$ cat config.mk
export PLATFORM = sky130hd
export DESIGN_NAME = seq_err_counter
export DESIGN_NICKNAME = d
export VERILOG_FILES = /design/src/rtl/seq_err_counter.sv
export SDC_FILE = /design/constraint.sdc
export NUM_CORES = 1
export LEC_CHECK = 0
export CAP_MARGIN = 10
export CORE_ASPECT_RATIO = 0.6
export CORE_MARGIN = 5
export CORE_UTILIZATION = 40
export DETAILED_ROUTE_END_ITERATION = 10
export GPL_ROUTABILITY_DRIVEN = 0
export PLACE_DENSITY = 0.74
export SLEW_MARGIN = 5
export SYNTH_ARGS = -nofsm -noshare
export SYNTH_HDL_FRONTEND = slang
export SYNTH_SLANG_ARGS = --single-unit
$ cat constraint.sdc
create_clock -name i_clk -period 3.3 [get_ports i_clk]
set_input_delay 0.495 -clock i_clk [delete_from_list [all_inputs] [get_ports i_clk]]
set_output_delay 0.495 -clock i_clk [all_outputs]
set_load 0.01 [all_outputs]
$ cat src/rtl/seq_err_counter.sv
// Saturating error counter with synchronous clear; clear has priority over increment.
module seq_err_counter #(
  parameter int CNT_W = 16
) (
  input  logic             i_clk,
  input  logic             i_rst_n,
  input  logic             i_clr,
  input  logic             i_inc,
  output logic [CNT_W-1:0] o_count
);

  logic [CNT_W-1:0] r_count;
  logic             w_sat;

  assign w_sat   = &r_count;
  assign o_count = r_count;

  always_ff @(posedge i_clk or negedge i_rst_n) begin
    if (!i_rst_n) begin
      r_count <= '0;
    end else if (i_clr) begin
      r_count <= '0;
    end else if (i_inc && !w_sat) begin
      r_count <= r_count + CNT_W'(1);
    end
  end

endmodule

* Yosys cells after proc, flatten, opt, wreduce, memory -nomap -nowiden
Cells that the tools add are included.
** Storage, ports and cells
- Input port bits :: 4
- Output and inout bits :: 16
- Register bits :: 16
- Logic and storage cells :: 8
** Operators by class
- $add $sub $neg :: 1
- Mux-type cells :: 2
- Reduce and logical (&&, ||, !) cells :: 4
** Operator list (count)
- two-way mux 16 bit :: 2
- adder 16 x 1 -> 16 bit (second input constant) :: 1
- AND reduction 16 bit :: 1
- nonzero test 2 bit :: 1
- logical AND 1 bit :: 1
- logical NOT 1 bit :: 1

* Logic depth before layout (Yosys ltp)
- Depth after elaboration :: 5
- Gate-level depth with buffers :: 5
- Gate-level depth less buffers :: 5

* Worst setup path before layout
No wires, ideal clock.
- Path type :: register to register
- From :: register r_count[0] (netlist: o_count[0])
- To :: register r_count[14] (netlist: o_count[14])
- Arrival time :: 1.448 ns
- Setup slack :: 1.774 ns
- Path buffers :: 0
- Clock period less this slack :: 1.526 ns
- Required time :: 3.222 ns
- Library setup time :: 0.078 ns
- Stages on the path, launching flop included :: 6
- Path through :: dfrtp_1 > ha_1 > and2_1 > o2111ai_2 > or3_1 > a21oi_1
** On the way
- Word-level cells in the longest chain between the ends :: 4
- Elaborated cells on any way between the ends :: 7
- Classes of those cells :: 1 x add/sub; 2 x mux; 4 x reduce/logical
** Ends and longest elaborated chain
- start: declaration :: RTL line 12 : logic [CNT_W-1:0] r_count;
- start signal: assignment :: RTL line 24 : r_count <= r_count + CNT_W'(1);
- branches (longest 4 deep; another with adder 16 x 1 -> 16 bit)
Parallel ways; which one is timed is not known. The select of a mux whose other input is x is not followed.
A chain may end at the register's enable or synchronous reset.

* Worst setup path after layout
- From :: input port i_inc
- To :: register r_count[15] (netlist: o_count[15])
** On the way
- Word-level cells in the longest chain between the ends :: 2
** Ends and longest elaborated chain
- start: declaration :: RTL line 8 : input logic i_inc,
- logical AND 1 bit :: RTL line 23 : end else if (i_inc && !w_sat) begin
- nonzero test 2 bit (no line)
Every way passes these cells.

==> results.tsv <==
stage	metric	value	unit
timing	finalClockSkew	0.00440	ns
routing	first_pass_iters	4	
routing	wl	2130	µm
power_and_ir_drop	p_int	0.292	mW
logic_synthesis	synthesis.area	920	µm²
routing	antenna_left	0	
worst_setup_path	start_kind	input port	
power_and_ir_drop	cellPowerDensity	314	nW/µm²
power_and_ir_drop	p_leak	0.460	nW
layout	syn2layout_area_growth	28.4	%
logic_synthesis	synth_seq_area_share	43.5	%
outcome	status	finished, final reports clean	
timing	setup_violations	0	
routing	drc	0	
worst_setup_path	crit_fanout	9	
floorplan	ios	20	
routing	drt_first_iter_violations	17	
logic_synthesis	synthTopCellsByArea	dfrtp_1 44%, a21oi_1 4.4%, nor2_1 3.3%	
floorplan	num_rows	13	
power_and_ir_drop	power.switching	0.0783	mW
cts	cts.sinks	16	
logic_synthesis	yosysMostFrequentCell	dfrtp_1	
worst_setup_path	worstSetupPathType	in -> reg	
logic_synthesis	ys.flop_type	dfrtp_1	
floorplan	die_h	47.1	µm
logic_synthesis	synth-seq-cells	16	
logic_synthesis	synth_top_area_cell	dfrtp_1	
hold_path	hold_path.class	reg -> reg	
routing	num_vias	806	
cts	clk_path_buf_depth	2	
logic_synthesis	syn-num-nets	100	
logic_synthesis	synth_top_area_share	43.5	%
cts	cts_made_buffers	3	
timing	post-route-min-period	1.86	ns
logic_synthesis	synth_commonest_cells	16 x dfrtp_1, 8 x a21oi_1, 8 x nor2_1	
logic_synthesis	syn_avg_cell_area	9.68	µm²
floorplan	design.core.area	2180	µm²
logic_synthesis	synth.distinct_cells	36	
cts	clock_latency	0.25	ns
cts	htreeDepth	1	
timing	fmax	0.537	GHz
cts	ctsHoldBuffers	0	
cts	postCtsSetupBuffers	0	
grt	grt_max_degree	20	
layout	nFillCells	200	
logic_synthesis	syn_inst	95	
layout	stdcell_area	1180	µm²
placement	dpl.hpwl	1620	µm
power_and_ir_drop	p_sw_share	21.1	%
grt	antenna_found_initial	0	
timing	drv_slew	0	
worst_setup_path	crit_path_end_kind	register	
power_and_ir_drop	power_frac_comb	7.1	%
worst_setup_path	crit_required	3.46	ns
logic_synthesis	synthArstFlopShare	100	%
placement	placed_area	1140	µm²
grt	grt_pass1_wl	3550	µm
cts	cts_tree	yes	
cts	post_cts_resize_count	0	
job	cap_violations	0	
grt	grt_overflow_total	0	
layout	regArea	400	µm²
cts	clock-root-buffer	clkbuf_8	
layout	drive_above_1_share	11.3	%
layout	largest_register_ffs	16	
logic_synthesis	synth_edf_count	0	
timing	rsz0062_at_grt	false	
cts	clk_pin_slew	0.06	ns
worst_setup_path	arrival	2.02	ns
layout	multi_input_area	504	µm²
power_and_ir_drop	max-vdd-ir-drop	0.000191	V
timing	fin_crit_sh	56.5	%
timing	fin_tns_setup	0	ns
layout	finalNetCount	122	
timing	tightest_slew	0.716	ns
timing	slew_headroom	52.1	%
timing	report.final.hold_viol_count	0	
floorplan	dieArea	3390	µm²
grt	grt_pass1_vias	757	
floorplan	die-width	71.9	µm
floorplan	start_util	42.2	%
layout	antenna_cells	0	
logic_synthesis	yosysWarnings	0	
power_and_ir_drop	seqPwrFrac	54.5	%
routing	viasPerCell	5.56	
grt	grtUsageTotal	14.3	%
power_and_ir_drop	p_clk_share	38.5	%
routing	wl_per_cell	14.7	µm
placement	portBuffers	19	
timing	worst_hold_slack	0.564	ns
## metrics by stage
step,total power [mW],utilization [%],std cells,setup slack (ns)
after floorplan,0.217,-,95,1.77
after CTS,0.377,54.2,145,1.44
after detailed placement,0.232,52.3,142,1.19
after global routing,0.388,54.2,145,1.34
final,0.371,54.2,145,1.44
after global placement,0.231,52.3,142,1.22
## critical path: stages
cell and delay, ns:
clkdlybuf4s50_1 0.51, and4_4 0.27, nand3_4 0.12, or4_1 0.48
a21oi_1 0.15
## cells in the final DEF, fill, tap and decap left out, types with 2 or more instances in the layout
cell type | netlist | layout
or3_1 | 4 | 4
nor2b_1 | 2 | 2
nand2b_1 | 3 | 3
and2_1 | 3 | 3
dfrtp_1 | 16 | 16
nor2_1 | 8 | 8
mux2i_1 | 2 | 2
a21oi_1 | 8 | 8
or4_1 | 2 | 2
clkdlybuf4s50_1 | 0 | 19
clkbuf_8 | 0 | 3
o31ai_1 | 3 | 3
nand3_1 | 4 | 4
inv_1 | 2 | 2
nand2_1 | 7 | 7
a31oi_1 | 3 | 3
nor3_1 | 3 | 3
o21ai_0 | 4 | 4
## cell type report
| class | instances | share of cell area (%) |
|---|---|---|
| Clock buffer | 3 | 3.50 |
| Inverter | 2 | 0.636 |
| Multi-Input combinational cell | 75 | 42.7 |
| Sequential cell | 16 | 33.9 |
| Tap cell | 30 | 3.18 |
| Timing Repair Buffer | 19 | 16.1 |
## cells by family (layout without fill, tap and decap cells)
group                      Yosys count  after routing  share of synthesized area (%)
and+or+nand+nor                     47             47                           32.0
AOI/OAI and AO/OA                   22             22                           15.5
DFF                                 16             16                           43.5
muxes                                4              4                           5.03
buffers and inverters                4             24                           1.63
adders and majority gates            1              1                           1.36
xor gates and xnor gates             1              1                          0.953
## power by group through the flow
stage                     Sequential [mW]  Clock, mW  Combinational, mW
after floorplan                     0.206          0             0.0113
after global placement              0.205          0             0.0263
after detailed placement            0.205          0             0.0269
after CTS                           0.202      0.148             0.0269
after global routing                0.202      0.156             0.0299
final                               0.202      0.143             0.0262
## routing by layer
layer	vias to the layer above	part of all wire, %	global-route usage (%)
met5	-	0	0
met1	384	50	19.3
met3	4	7.3	6.20
met2	19	42	20.6
met4	0	0.99	5.24
li1	399	-	-
## path summary, 6_finish.rpt
path                       startpoint     endpoint  slack, ns  cells past startpoint
hold / removal             o_count[5]   o_count[5]       0.56                      1
setup / recovery                i_inc  o_count[15]       1.44                      5
setup reg to reg           o_count[0]   o_count[6]       1.61                      5
min in group asynchronous     i_rst_n  o_count[10]       0.68                      1
max in group asynchronous     i_rst_n   o_count[3]       2.17                      1
hold reg to reg            o_count[5]   o_count[5]       0.56                      1
No activity file was read; power rests on OpenSTA's default activity.
